<file path="config.mk">
export PLATFORM = sky130hd
export DESIGN_NAME = redtin_dump_reader
export DESIGN_NICKNAME = d
export VERILOG_FILES = /design/src/rtl/redtin_pkg.sv /design/src/rtl/redtin_byte_serializer.sv /design/src/rtl/redtin_dump_reader.sv
export SDC_FILE = /design/constraint.sdc
export NUM_CORES = 1
export LEC_CHECK = 0
export CAP_MARGIN = 5
export CORE_ASPECT_RATIO = 0.8
export CORE_MARGIN = 3
export CORE_UTILIZATION = 45
export DETAILED_ROUTE_END_ITERATION = 8
export GPL_TIMING_DRIVEN = 0
export PLACE_DENSITY_LB_ADDON = 0.08
export SLEW_MARGIN = 20
export SYNTH_ARGS = -nofsm -noshare
export SYNTH_HDL_FRONTEND = slang
export SYNTH_SLANG_ARGS = --single-unit
</file>
<file path="constraint.sdc">
create_clock -name clk -period 13.4 [get_ports clk]
set_input_delay 2.01 -clock clk [delete_from_list [all_inputs] [get_ports clk]]
set_output_delay 2.01 -clock clk [all_outputs]
set_load 0.05 [all_outputs]
</file>
<file path="src/rtl/redtin_pkg.sv">
`default_nettype none
// ============================================================================
//  Module   : redtin_pkg
//  Brief    : Shared FSM encodings, sync byte default and width helpers for
//             the Red Tin dump reader.
//  Revision : 1.0  initial release
// ============================================================================
package redtin_pkg;

    typedef enum logic [2:0] {
        S_IDLE  = 3'd0,
        S_WAIT  = 3'd1,
        S_HDR   = 3'd2,
        S_FETCH = 3'd3,
        S_LAT   = 3'd4,
        S_SEND  = 3'd5,
        S_REARM = 3'd6,
        S_DRAIN = 3'd7
    } state_t;

    localparam logic [7:0] c_SYNC_BYTE = 8'hA5;

    function automatic int clog2(input int value);
        int r;
        r = 0;
        for (int v = value - 1; v > 0; v = v >> 1) r++;
        return r;
    endfunction

    // Counters need at least one bit even when only one value is possible.
    function automatic int cnt_width(input int n);
        return (clog2(n) < 1) ? 1 : clog2(n);
    endfunction

endpackage
`default_nettype wire

</file>
<file path="src/rtl/redtin_byte_serializer.sv">
`default_nettype none
// ============================================================================
//  Module   : redtin_byte_serializer
//  Brief    : Loads a word and emits it MSB byte first on a valid/ready
//             stream; load_last selects how many bytes are sent.
//  Revision : 1.0  initial release
// ============================================================================
module redtin_byte_serializer
    import redtin_pkg::*;
#(
    parameter int DATA_WIDTH = 128,
    parameter int BCW        = cnt_width(DATA_WIDTH / 8)
) (
    input  logic                  clk,
    input  logic                  rst_n,
    input  logic                  load,
    input  logic [DATA_WIDTH-1:0] load_data,
    input  logic [BCW-1:0]        load_last,
    input  logic                  stop,
    input  logic                  tx_ready,
    output logic [7:0]            tx_data,
    output logic                  tx_valid,
    output logic                  xfer,
    output logic                  last_byte_done
);

    logic [DATA_WIDTH-1:0] r_shreg;
    logic [BCW-1:0]        r_byte_cnt;
    logic [BCW-1:0]        r_last;
    logic                  r_valid;

    assign tx_data        = r_shreg[DATA_WIDTH-1 -: 8];
    assign tx_valid       = r_valid;
    assign xfer           = r_valid & tx_ready;
    assign last_byte_done = xfer & (r_byte_cnt == r_last);

    // stop lets the current byte finish, then holds valid low
    always_ff @(posedge clk or negedge rst_n) begin
        if (!rst_n) begin
            r_shreg    <= '0;
            r_byte_cnt <= '0;
            r_last     <= '0;
            r_valid    <= 1'b0;
        end else if (load) begin
            r_shreg    <= load_data;
            r_byte_cnt <= '0;
            r_last     <= load_last;
            r_valid    <= 1'b1;
        end else if (xfer) begin
            r_shreg    <= r_shreg << 8;
            r_byte_cnt <= r_byte_cnt + 1'b1;
            if (stop || (r_byte_cnt == r_last)) r_valid <= 1'b0;
        end
    end

endmodule
`default_nettype wire

</file>
<file path="src/rtl/redtin_dump_reader.sv">
`default_nettype none
// ============================================================================
//  Module   : redtin_dump_reader
//  Brief    : Arms on start, waits for capture done, streams a sync byte and
//             every capture word MSB first, then pulses la_reset.
//  Revision : 1.0  initial release
// ============================================================================
module redtin_dump_reader
    import redtin_pkg::*;
#(
    parameter int         DATA_WIDTH   = 128,
    parameter int         ADDR_WIDTH   = 9,
    parameter int         READ_LATENCY = 2,
    parameter logic [7:0] SYNC_BYTE    = c_SYNC_BYTE
) (
    input  logic                  clk,
    input  logic                  reset_n,
    input  logic                  start,
    output logic                  busy,
    input  logic                  la_done,
    output logic [ADDR_WIDTH-1:0] la_read_addr,
    input  logic [DATA_WIDTH-1:0] la_read_data,
    output logic                  la_reset,
    output logic [7:0]            tx_data,
    output logic                  tx_valid,
    input  logic                  tx_ready
);

    localparam int c_BYTES = DATA_WIDTH / 8;
    localparam int c_BCW   = cnt_width(c_BYTES);
    localparam int c_LCW   = cnt_width(READ_LATENCY + 1);
    localparam logic [c_BCW-1:0] c_LAST_BYTE = c_BCW'(c_BYTES - 1);

    logic [1:0]            r_rst_sync;
    logic                  w_rst_n;
    state_t                r_state;
    state_t                w_next;
    logic [ADDR_WIDTH-1:0] r_word;
    logic [ADDR_WIDTH-1:0] r_addr;
    logic [c_LCW-1:0]      r_lat;
    logic                  w_load;
    logic [DATA_WIDTH-1:0] w_load_data;
    logic [c_BCW-1:0]      w_load_last;
    logic                  w_stop;
    logic                  w_abort;
    logic                  w_xfer;
    logic                  w_last_done;

    // Asynchronous assert, synchronous release
    always_ff @(posedge clk or negedge reset_n) begin
        if (!reset_n) r_rst_sync <= 2'b00;
        else          r_rst_sync <= {r_rst_sync[0], 1'b1};
    end
    assign w_rst_n = r_rst_sync[1];

    assign la_read_addr = r_addr;

    redtin_byte_serializer #(
        .DATA_WIDTH (DATA_WIDTH),
        .BCW        (c_BCW)
    ) u_ser (
        .clk            (clk),
        .rst_n          (w_rst_n),
        .load           (w_load),
        .load_data      (w_load_data),
        .load_last      (w_load_last),
        .stop           (w_stop),
        .tx_ready       (tx_ready),
        .tx_data        (tx_data),
        .tx_valid       (tx_valid),
        .xfer           (w_xfer),
        .last_byte_done (w_last_done)
    );

    always_comb begin
        w_next      = r_state;
        w_load      = 1'b0;
        w_load_data = '0;
        w_load_last = '0;
        w_stop      = 1'b0;
        w_abort     = !la_done && (r_state inside {S_HDR, S_FETCH, S_LAT, S_SEND});
        busy        = (r_state != S_IDLE);
        la_reset    = (r_state == S_REARM);
        case (r_state)
            S_IDLE:  if (start) w_next = S_WAIT;
            S_WAIT: begin
                if (la_done) begin
                    w_load      = 1'b1;
                    w_load_data = {SYNC_BYTE, {(DATA_WIDTH-8){1'b0}}};
                    w_next      = S_HDR;
                end
            end
            S_HDR, S_SEND: begin
                // A byte already on the wire is allowed to complete before IDLE
                if (w_abort) begin
                    w_stop = 1'b1;
                    w_next = (tx_valid && !tx_ready) ? S_DRAIN : S_IDLE;
                end else if (w_last_done) begin
                    if (r_state == S_HDR)   w_next = S_FETCH;
                    else if (&r_word)       w_next = S_REARM;
                    else                    w_next = S_FETCH;
                end
            end
            S_FETCH: w_next = w_abort ? S_IDLE : S_LAT;
            S_LAT: begin
                if (w_abort) begin
                    w_next = S_IDLE;
                end else if (r_lat == '0) begin
                    w_load      = 1'b1;
                    w_load_data = la_read_data;
                    w_load_last = c_LAST_BYTE;
                    w_next      = S_SEND;
                end
            end
            S_REARM: w_next = S_IDLE;
            S_DRAIN: begin
                w_stop = 1'b1;
                if (!tx_valid || w_xfer) w_next = S_IDLE;
            end
            default: w_next = S_IDLE;
        endcase
    end

    always_ff @(posedge clk or negedge w_rst_n) begin
        if (!w_rst_n) begin
            r_state <= S_IDLE;
            r_word  <= '0;
            r_addr  <= '0;
            r_lat   <= '0;
        end else begin
            r_state <= w_next;
            if (r_state == S_HDR)
                r_word <= '0;
            else if (r_state == S_SEND && w_next == S_FETCH)
                r_word <= r_word + 1'b1;
            if (r_state == S_FETCH) begin
                r_addr <= r_word;
                r_lat  <= c_LCW'(READ_LATENCY);
            end else if (r_state == S_LAT && r_lat != '0) begin
                r_lat  <= r_lat - 1'b1;
            end
        end
    end

endmodule
`default_nettype wire
</file>
Yosys cells after proc, flatten, opt, wreduce, memory -nomap -nowiden
Index checks and enable logic that the tools add are counted. Widths: inputs -> output; s select.

Flip-flop bits (word level): 162. Input port bits: 133. Logic and storage cells: 80.

Reductions and logical operators: 21. Equal/unequal tests: 9. Multiplexer cells: 36. Add/sub/neg operators: 3. Bitwise operators: 2.

Operators with widths (count): $mux 128 (5); $pmux 128 s2 (1); $mux 3 (11); $pmux 3 s7 (1); $mux 4 (5); $mux 9 (2); $eq 3x3->1 const B (4); $reduce_bool 2->1 (5); $add 9x1->9 const B (1); $eq 3x2->1 const B (3); $reduce_and 9->1 (1); $mux 1 (7); $add 4x1->4 const B (1); $eq 4x4->1 (1); $logic_and 1x1->1 (4); $mux 2 (2); $pmux 1 s2 (2); $reduce_bool 4->1 (1); $eq 3x1->1 const B (1); $logic_not 1->1 (3); $logic_not 3->1 (1); $reduce_bool 3->1 (1); $and 1x1->1 (2); $logic_not 2->1 (1); other kinds (4) (5).

Logic depth before layout (Yosys ltp)
Gate-level depths: netlist of the first run.

Depth in word-level cells: 10. Depth in mapped cells: 9.

Cells and area by module
From an unflattened synthesis of the first run, not the netlist that was laid out.

Cells, all modules: 890. Area total of the unflattened synthesis: 8598.2 um2.

Modules (own cells, without submodules): redtin_byte_serializer (cells an instance 600, area an instance 6314.8 um2, sequential area each 3428.3 um2, times used 1); redtin_dump_reader (cells an instance 290, area an instance 2283.4 um2, sequential area each 625.6 um2, times used 1).

Least setup slack after synthesis of the first run
No wires, ideal clock.

Path type: input to register. Start: in la_done. End: reg r_word[3]. Path buffers: 1. Data required time: 13.282 ns. Arrival: 3.276 ns. Setup slack: 10.005 ns. Stages on the path: 6. Cells stage by stage: clkbuf_1 > nand2_1 > a22oi_1 > a31oi_4 > o31a_2 > a21o_1.

Word-level cells in the longest chain between the ends: 7. Elaborated cells on any way between the ends: 10. Those cells by class: eq/ne (1); mux (5); reduce/logical (4).

RTL lines: start: declaration (line redtin_dump_reader.sv:20) `input logic la_done,`; $logic_not 1->1 (line redtin_dump_reader.sv:81) `w_abort = !la_done && (r_state inside {S_HDR, S_FETCH, S_LAT, S_SEND});`; $logic_and 1x1->1 (line redtin_dump_reader.sv:81); $mux 3, on equally long branches (line redtin_dump_reader.sv:106, redtin_dump_reader.sv:95, redtin_dump_reader.sv:104); $pmux 3 s7 * (line redtin_dump_reader.sv:84) `case (r_state)`; via w_next[2] (line redtin_dump_reader.sv:37) `state_t w_next;`; $eq 3x2->1 * (line redtin_dump_reader.sv:134) `else if (r_state == S_SEND && w_next == S_FETCH)`; $logic_and 1x1->1 * (line redtin_dump_reader.sv:134); $reduce_bool 2->1 (no line) *; end signal: assignment (line redtin_dump_reader.sv:135) `r_word <= r_word + 1'b1;`; end: declaration (line redtin_dump_reader.sv:38) `logic [ADDR_WIDTH-1:0] r_word;`.

The timed path passes the listed nets; every way through them passes the cells marked *. A chain may end at the register's enable or synchronous reset.

Final worst setup path of the first run
Start: in la_done. End: reg u_ser.r_shreg[8].

Word-level cells in the longest chain between the ends: 5. Elaborated cells on any way between the ends: 9. Those cells by class: mux (6); reduce/logical (3).

RTL lines: $logic_not 1->1 (line redtin_dump_reader.sv:81); $logic_and 1x1->1 (line redtin_dump_reader.sv:81); $mux 128 / $mux 1 (equally long branches) (line redtin_dump_reader.sv:106) `if (w_abort) begin`; $pmux 128 s2 / $pmux 1 s2 (equally long branches) (line redtin_dump_reader.sv:84); $mux 128 / $reduce_bool 2->1 (equally long branches); end signal: assignment (line redtin_byte_serializer.sv:45) `r_shreg <= load_data;`; end signal: assignment (line redtin_byte_serializer.sv:50) `r_shreg <= r_shreg << 8;`; end: declaration (line redtin_byte_serializer.sv:27) `logic [DATA_WIDTH-1:0] r_shreg;`.

Several ways; a longest one is shown, not always the timed one.

==> run summary, run 1 <==
Ports = 153
ys flop type = dfrtp_1
final core utilization = 62.2%
Final GP Congestion = 0.882
Synth Instances = 731
status = complete, no violations
HP Class = register to async pin
sequential power share = 36.6%
leakage = 4.28 nW
layout cells sized above 1 = 7.42%
CORE AREA = 16100 sq um
PwrDens = 147 nW/um^2
Crit. End Element = register
Synth cell types = 47
R2R setup slack = 10490 ps
most frequent cells in the layout = dfrtp_1 (158), clkdlybuf4s50_1 (152), nand2_1 (144)
critical path fanouts, max = 10
remaining global-route overflow = 0
Final Hold Viols = 0
largest net degree at the start of global routing = 58
CTS tree = built
synth top area cells = dfrtp_1 (53%), mux2i_1 (16%), o21ai_0 (8.4%), nand2_1 (7.2%), clkbuf_1 (1.6%)
first-pass GRT wire length = 31.8 mm
most common cell after layout, fill and taps aside = dfrtp_1
DR DRC count = 0
Slew headroom = 45.0%
root buffer selected by CTS = clkbuf_16
vias in the first global route = 6239
DRT iter0 DRCs = 351
Final min period = 4510 ps
setup ws final = 8890 ps
Die Y-Extent = 122 um
Sw Pwr = 0.465 mW
P&R area growth vs syn = 33.0%
die width = 150 um
R2R depth = 9
synthesis-stage register bit count = 159
WP data arrival = 4830 ps
vias post-DR = 5980
RSZ-0062 raised after global routing = no
later-pin clock latency in the skew report = 420 ps
RR Startpoint = r_lat[0]
Total Wirelength = 19.4 mm
GRT Util Overall = 22.2%
clock share of power = 34.8%
TritonCTS Buffers = 17
area share of the largest cell type after synthesis = 53.0%
Final HPWL DP = 14.3 mm
Max Cap Viol = 0
Int Pwr = 1.00 mW
worst reg2reg path endpoint = u_ser.r_shreg[8]
mapped cell area = 7510 sq um
Vias/cell = 5.29
period utilization = 33.6%
final setup fails = 0
total clock sinks = 159
Antenna Violating Nets Remaining = 0
Worst Tran Pin Value = 825 ps
Worst setup SP type = input pin
DIE AREA = 18300 sq um
achievable frequency = 222 MHz
CTS HTree Levels = 4
syn_area_per_cell = 10.3 sq um
Synth area leader = dfrtp_1
Post CTS Setup Buffer Count = 0
Seq/Total Area, Yosys = 53.0%
Post-CTS Resized = 0
Seq. cell area = 3980 sq um
syn_nets = 868
Setup Skew = 10.9 ps
Clock Pin Slew Worst Setup and Hold Paths = 60 ps
clk buf depth = 2
maximum vdd drop = 0.0000720 V
EDFF count, synth = 0
Crit Path Category = input pin to register
switch share = 31.7%
combinational group share of total power = 28.7%
Avg WL per Cell = 17.1 um
Layout Nets = 1042
n_diodes = 0
ys async rst share = 100%
Post-Route Setup TNS = 0 ps
Ys Warns = 0
Port Buffers = 152
Worst EP required = 13730 ps
Starting Density = 46.8%
CTS hold repair buffers = 0
DR pass1 iterations = 5
Pins Over Slew Limit = 0
fill count = 1331
number of antenna violations at the first check in global routing = 1
worst slack at placement = 8540 ps
# rows = 41
multi-input logic area = 3260 sq um
-- worst max path at each step --
stage	from	to	cells past startpoint
floorplan	r_rst_sync[1]	la_read_addr[0]	0
global placement	r_rst_sync[1]	u_ser.r_shreg[13]	0
detailed placement	la_done	u_ser.r_shreg[8]	8
CTS	la_done	u_ser.r_shreg[8]	8
global route	la_done	u_ser.r_shreg[10]	8
finish	la_done	u_ser.r_shreg[8]	8
-- synthesized netlist by cell type, drive strengths merged, types with 2 or more instances --
library cell  number
nand4              2
o21ai            128
a21oi             13
a22o               9
dfrtp            159
mux2i            119
inv                5
a2111oi            5
and2               2
nor2b              4
nand2b            10
clkbuf            33
nand3              6
a21o               8
a31oi              2
mux2               9
and3               6
ha                 4
or2                2
xnor2              2
a22oi              3
nor2              13
nand2            144
or3                4
buf               23
-- power by group through the flow --
stage / clock [mW] / combinational (mW) / sequential (mW)
floorplan: 0 / 0.265 / 0.557
global placement: 0 / 0.403 / 0.550
detailed placement: 0 / 0.420 / 0.545
CTS: 0.516 / 0.422 / 0.536
global route: 0.538 / 0.458 / 0.541
finish: 0.509 / 0.420 / 0.536
-- critical path, stage by stage --
cell             delay [ps]
clkdlybuf4s50_1         550
clkbuf_1                340
and3_1                  210
clkbuf_1                390
clkbuf_1                580
clkbuf_1                500
nand2_1                 150
o21ai_0                 100
-- sequential cells by signal, indices dropped and copies added (netlist names) --
| name | cells |
|---|---|
| u_ser.r_shreg | 128 |
| la_read_addr | 9 |
| r_word | 9 |
| u_ser.r_byte_cnt | 4 |
| r_state | 3 |
| r_lat | 2 |
| r_rst_sync | 2 |
| u_ser.r_last | 1 |
| u_ser.tx_valid | 1 |
-- metal layers --
layer / share of wire, % / track usage [%] / vias up
li1: - / - / 2891
met1: 46 / 31.9 / 2898
met2: 47 / 34.4 / 169
met3: 5.7 / 4.80 / 20
met4: 1.1 / 6.00 / 2
met5: 0.067 / 0 / -
-- cells by family after synthesis --
logic type / synth area share [%]
compound gates: 13.9
xor+xnor: 0.350
fa+ha+maj: 0.666
buf+inv: 3.61
flops: 53.0
mux: 17.2
other cells: 0.0499
simple gates: 11.3
-- metrics by stage --
| stage | hold WS (ps) | instance area [sq um] | power (mW) | std cells |
|---|---|---|---|---|
| finish | 210 | 9990 | 1.47 | 1131 |
| global route | 239 | 9990 | 1.54 | 1131 |
| CTS | 218 | 9990 | 1.47 | 1131 |
| detailed placement | 212 | 9370 | 0.965 | 1101 |
| global placement | 336 | 9300 | 0.953 | 1098 |
| floorplan | 331 | 7510 | 0.822 | 731 |
-- final cells by class --
class	instances	share of cell area (%)
sequential	159	39.9
inverter	5	0.188
tap	215	2.69
timing repair buffer	155	15.9
clock inverter	10	1.62
buffer	56	2.53
clock buffer	20	4.57
multi-input combinational	511	32.6
Note: power is estimated with default switching activity, not from simulation.
==> run 2, diff against run 1 <==
clock period = 3.8 ns   (was 13.4 ns; I/O delays follow)
==> run summary, run 2 (synthesized netlist as in run 1, its figures left out) <==
worst slack at placement = 331 ps (-8210 ps)
GRT Util Overall = 21.9% (-0.27 points)
Antenna Violating Nets Remaining = 0 (unchanged)
largest net degree at the start of global routing = 57 (-1.7%)
layout cells sized above 1 = 7.53% (+0.11 points)
Crit. End Element = register
vias in the first global route = 6201 (-0.61%)
HP Class = input pin to async pin
Worst setup SP type = input pin
RSZ-0062 raised after global routing = no
CP max stage delay = 540 ps (-40 ps)
Layout Nets = 1041 (-0.096%)
PwrDens = 501 nW/um^2 (+240%)
critical path fanouts, max = 10 (unchanged)
CTS hold repair buffers = 0 (unchanged)
first-pass GRT wire length = 31.5 mm (-0.93%)
DR pass1 iterations = 6 (+1)
Ports = 153 (unchanged)
# rows = 41 (unchanged)
Final Hold Viols = 0 (unchanged)
DIE AREA = 18300 sq um (unchanged)
Final HPWL DP = 14.3 mm (-0.30%)
vias post-DR = 5979 (-0.017%)
Post-CTS Resized = 0 (unchanged)
WP data arrival = 3380 ps (-1450 ps)
R2R setup slack = 890 ps (-9600 ps)
final setup fails = 0 (unchanged)
status = complete, no violations
Vias/cell = 5.29 (about the same)
DRT iter0 DRCs = 350 (-0.28%)
most common cell after layout, fill and taps aside = dfrtp_1
RR Startpoint = r_lat[0]
Avg WL per Cell = 17.0 um (-0.66%)
die width = 150 um (unchanged)
achievable frequency = 328 MHz
period utilization = 80.2%
Final min period = 3050 ps
P&R area growth vs syn = 31.9%
Worst EP required = 4140 ps (-9590 ps)
R2R depth = 9 (unchanged)
total clock sinks = 159 (unchanged)
clk buf depth = 2 (unchanged)
worst reg2reg path endpoint = u_ser.r_shreg[8]
Top reg by flops = u_ser.r_shreg
TritonCTS Buffers = 17 (unchanged)
Largest register FFs = 128 (unchanged)
Critical Path, Cell by Cell = clkdlybuf4s50_1 -> clkbuf_1 -> and3_1 -> clkbuf_1 -> clkbuf_1 -> clkbuf_1 -> nand2_1 -> o21ai_0
Starting Density = 46.8% (unchanged)
Pins Over Slew Limit = 0 (unchanged)
Slew headroom = 38.8% (-6.2 points)
number of antenna violations at the first check in global routing = 0 (-1)
Setup Skew = 9.74 ps (-1.13 ps)
most frequent cells in the layout = dfrtp_1 (158), clkdlybuf4s50_1 (152), nand2_1 (144)
CTS tree = built
remaining global-route overflow = 0 (unchanged)
Post-Route Setup TNS = 0 ps (unchanged)
CTS HTree Levels = 4 (unchanged)
Max Cap Viol = 0 (unchanged)
Final GP Congestion = 0.838 (-4.9%)
DR DRC count = 0 (unchanged)
Port Buffers = 152 (unchanged)
CP dominant cell by count = clkbuf_1
CORE AREA = 16100 sq um (unchanged)
Post CTS Setup Buffer Count = 0 (unchanged)
n_diodes = 0 (unchanged)
leakage = 4.23 nW (-1.1%)
maximum vdd drop = 0.000273 V (+280%)
Die Y-Extent = 122 um (unchanged)
Total Wirelength = 19.2 mm (-0.66%)
Crit Path Category = input pin to register
later-pin clock latency in the skew report = 420 ps (about the same)
setup ws final = 753 ps (-8140 ps)
Worst Tran Pin Value = 918 ps (+93.4 ps)
Clock Pin Slew Worst Setup and Hold Paths = 60 ps (about the same)
CP max stage cell = clkdlybuf4s50_1
root buffer selected by CTS = clkbuf_16
[run 2: cell count changes in the layout (fill, tap and decap cells not counted)]
cell        previous run  this run
bufinv_16              4         0
inv_8                  0         2
buf_12                 2         0
inv_6                  1         3
clkinv_4               0         1
clkbuf_8               2         1
clkbuf_1              34        33
buf_16                 1         2
clkinvlp_4             3         5
[run 2: power by group]
part / internal, mW / switching (mW)
registers: 1.80 / 0.0945
clock network: 0.861 / 0.726
logic: 0.596 / 0.886
[run 2: layer usage]
layer	wire, um	vias to the layer above	GRT usage (%)
met5	0	-	0
met4	220	0	5.26
met3	848	20	4.61
met2	9070	167	33.9
met1	9110	2898	32.0
li1	-	2894	-
[run 2: area by class of cell]
cell class              instances  area (sq um)
repair buffers                154          1580
clock inverters                13           105
multi-input cells             511          3260
fillers                      1344          6150
inverters                       5          18.8
plain buffers                  56           253
well taps                     215           269
clock buffers                  18           439
flip-flops and latches        159          3980
[run 2: worst max path at each step]
stage,from,end,slack (ps),cells past startpoint
final,la_done,u_ser.r_shreg[8],750,8
after detailed placement,la_done,u_ser.r_shreg[8],330,8
after CTS,la_done,u_ser.r_shreg[8],760,8
after global routing,la_done,u_ser.r_shreg[8],560,8
after global placement,r_rst_sync[1],u_ser.r_shreg[14],290,0
after floorplan,r_rst_sync[1],la_read_addr[0],1170,0
[run 2: metrics by stage]
stage	utilization [%]	hold slack, ps	power (mW)	area (sq um)	instances
finish	61.7	308	4.97	9900	1131
global route	61.7	294	5.20	9900	1131
CTS	61.7	293	5.00	9900	1131
detailed placement	58.3	338	3.40	9360	1100
global placement	57.9	337	3.36	9300	1098
floorplan	-	274	2.90	7510	731
[run 2: worst max-delay path, delay by kind of cell]
| kind | cells | cell delay (ps) |
|---|---|---|
| compound gates | 1 | 100 |
| buf+inv | 5 | 2350 |
| simple gates | 2 | 360 |
==> run 3, diff against run 2 <==
clock period = 2.5 ns   (was 3.8 ns; I/O delays follow)
==> run summary, run 3 (synthesized netlist as in run 1, its figures left out) <==
status = complete, no violations
worst reg2reg path endpoint = r_word[1]
Critical Path Start = r_state[2]
final non-filler cell total = 1130 (-0.088%)
Critical Path, Cell by Cell = buf_2 -> clkbuf_1 -> or3_1 -> dlygate4sd2_1
maximum vdd drop = 0.000446 V (+64%)
DR DRC count = 0 (unchanged)
most frequent cells in the layout = dfrtp_1 (158), clkdlybuf4s50_1 (150), nand2_1 (144)
remaining global-route overflow = 0 (unchanged)
Post CTS Setup Buffer Count = 0 (unchanged)
Pins Over Slew Limit = 0 (unchanged)
Crit Path Category = register to output pin
worst slack at placement = -706 ps (-1040 ps)
R2R depth = 6 (-3)
wl on met1 = 9.39 mm (+3.1%)
met2 wire length = 8.95 mm (-1.3%)
Worst setup SP type = register
period utilization = 95.3%
P&R area growth vs syn = 32.1%
RR Startpoint = u_ser.r_last[2]
DIE AREA = 18300 sq um (unchanged)
Worst EP required = 2120 ps (-2020 ps)
Ports = 153 (unchanged)
max layer used = met4
n_diodes = 0 (unchanged)
most common cell after layout, fill and taps aside = dfrtp_1
RSZ-0062 raised after global routing = yes
PwrDens = 763 nW/um^2 (+52%)
achievable frequency = 420 MHz
vias in the first global route = 6101 (-1.6%)
Worst Tran Pin Value = 804 ps (-114 ps)
Tot Pwr = 7.57 mW (+52%)
DR pass1 iterations = 5 (-1)
# rows = 41 (unchanged)
Clock Pin Slew Worst Setup and Hold Paths = 60 ps (about the same)
first-pass GRT wire length = 31.7 mm (+0.37%)
DRT iter0 DRCs = 380 (+8.6%)
Setup Skew = 7.91 ps (-1.84 ps)
Vias/cell = 5.27 (-0.35%)
CP max stage cell = dlygate4sd2_1
final core utilization = 61.8% (+0.094 points)
vias post-DR = 5953 (-0.43%)
Largest register FFs = 128 (unchanged)
Top reg by flops = u_ser.r_shreg
critical path fanouts, max = 10 (unchanged)
CP max stage delay = 430 ps (-110 ps)
number of antenna violations at the first check in global routing = 0 (unchanged)
placed insts = 1100 (unchanged)
Met3 Wirelength = 1.00 mm (+18%)
R2R setup slack = 170 ps (-720 ps)
HP Class = input pin to async pin
WP data arrival = 2010 ps (-1370 ps)
Final GP Congestion = 0.813 (-3.0%)
total clock sinks = 159 (unchanged)
Crit. End Element = output pin
final setup fails = 0 (unchanged)
CTS HTree Levels = 4 (unchanged)
Port Buffers = 152 (unchanged)
clk buf depth = 2 (unchanged)
Critical Path End = busy
Starting Density = 46.8% (unchanged)
Die Y-Extent = 122 um (unchanged)
layout cells sized above 1 = 8.20% (+0.66 points)
Final HPWL DP = 14.2 mm (-0.39%)
Layout Nets = 1040 (-0.096%)
leakage = 4.26 nW (+0.73%)
Total Wirelength = 19.5 mm (+1.3%)
fill count = 1326 (-1.3%)
CORE AREA = 16100 sq um (unchanged)
GRT Util Overall = 22.2% (+0.25 points)
Final Hold Viols = 0 (unchanged)
die width = 150 um (unchanged)
TritonCTS Buffers = 17 (unchanged)
setup ws final = 117 ps (-636 ps)
largest net degree at the start of global routing = 59 (+3.5%)
CTS tree = built
Avg WL per Cell = 17.3 um (+1.4%)
root buffer selected by CTS = clkbuf_16
Antenna Violating Nets Remaining = 0 (unchanged)
later-pin clock latency in the skew report = 430 ps (about the same)
Slew headroom = 46.4% (+7.6 points)
Final min period = 2380 ps
Max Cap Viol = 0 (unchanged)
-- run 3: cell types whose count changed in the layout (fill, tap and decap cells not counted), sizes merged --
| cell | before | now |
|---|---|---|
| bufinv | 0 | 1 |
| clkbuf | 51 | 54 |
| clkdlybuf4s50 | 152 | 150 |
| clkinv | 3 | 7 |
| clkinvlp | 5 | 2 |
| dlygate4sd2 | 0 | 1 |
| inv | 10 | 5 |
-- run 3: cell type report --
class                           instances  area (sq um)  share of cell area (%)
Tap cell                              215           269                    2.71
Sequential cell                       159          3980                    40.1
Clock inverter                         10          91.3                   0.921
Inverter                                5          18.8                   0.189
Clock buffer                           21           450                    4.54
Multi-Input combinational cell        511          3280                    33.1
Timing Repair Buffer                  154          1570                    15.8
Buffer                                 55           256                    2.59
-- run 3: power by group --
group          leakage, nW  internal [mW]  switching [mW]  total [mW]
logic                 1.81          0.906            1.36        2.27
registers             2.20           2.74           0.143        2.88
clock network        0.263           1.39            1.03        2.41
-- run 3: stage by stage --
| stage | TNS, ps | instance area, sq um | hold slack, ps |
|---|---|---|---|
| 2_1_floorplan | 0 | 7510 | 79.4 |
| 5_1_grt | -24.8 | 9920 | 92.3 |
| 3_3_place_gp | -42090 | 9310 | 336 |
| 3_5_place_dp | -44810 | 9360 | 336 |
| 6_report | 0 | 9920 | 107 |
| 4_1_cts | 0 | 9900 | 95.4 |
-- run 3: what timing repair did --
action | CTS | global route
pin swaps | 0 | 2
setup endpoints to repair | 77 | 59
hold buffers | 0 | 0
resized for setup | 7 | 9
-- run 3: worst min path at each step --
stage | end | startpoint | cells past startpoint | slack (ps)
finish | r_rst_sync[1] | reset_n | 1 | 110
CTS | r_rst_sync[1] | reset_n | 1 | 100
global placement | r_rst_sync[1] | r_rst_sync[0] | 0 | 340
detailed placement | r_rst_sync[1] | r_rst_sync[0] | 0 | 340
global route | r_rst_sync[1] | reset_n | 1 | 90
floorplan | r_rst_sync[0] | reset_n | 0 | 80
-- run 3: metal layers --
layer | GRT usage, % | vias up
met2 | 33.9 | 147
met1 | 32.3 | 2900
met5 | 0 | -
met3 | 5.84 | 18
li1 | - | 2888
met4 | 4.46 | 0
-- run 3: critical path: cells and delay by family (launching register included) --
kind | cells | cell delay, ps
DFF | 1 | 370
and+or+nand+nor | 1 | 380
buffers and inverters | 3 | 840
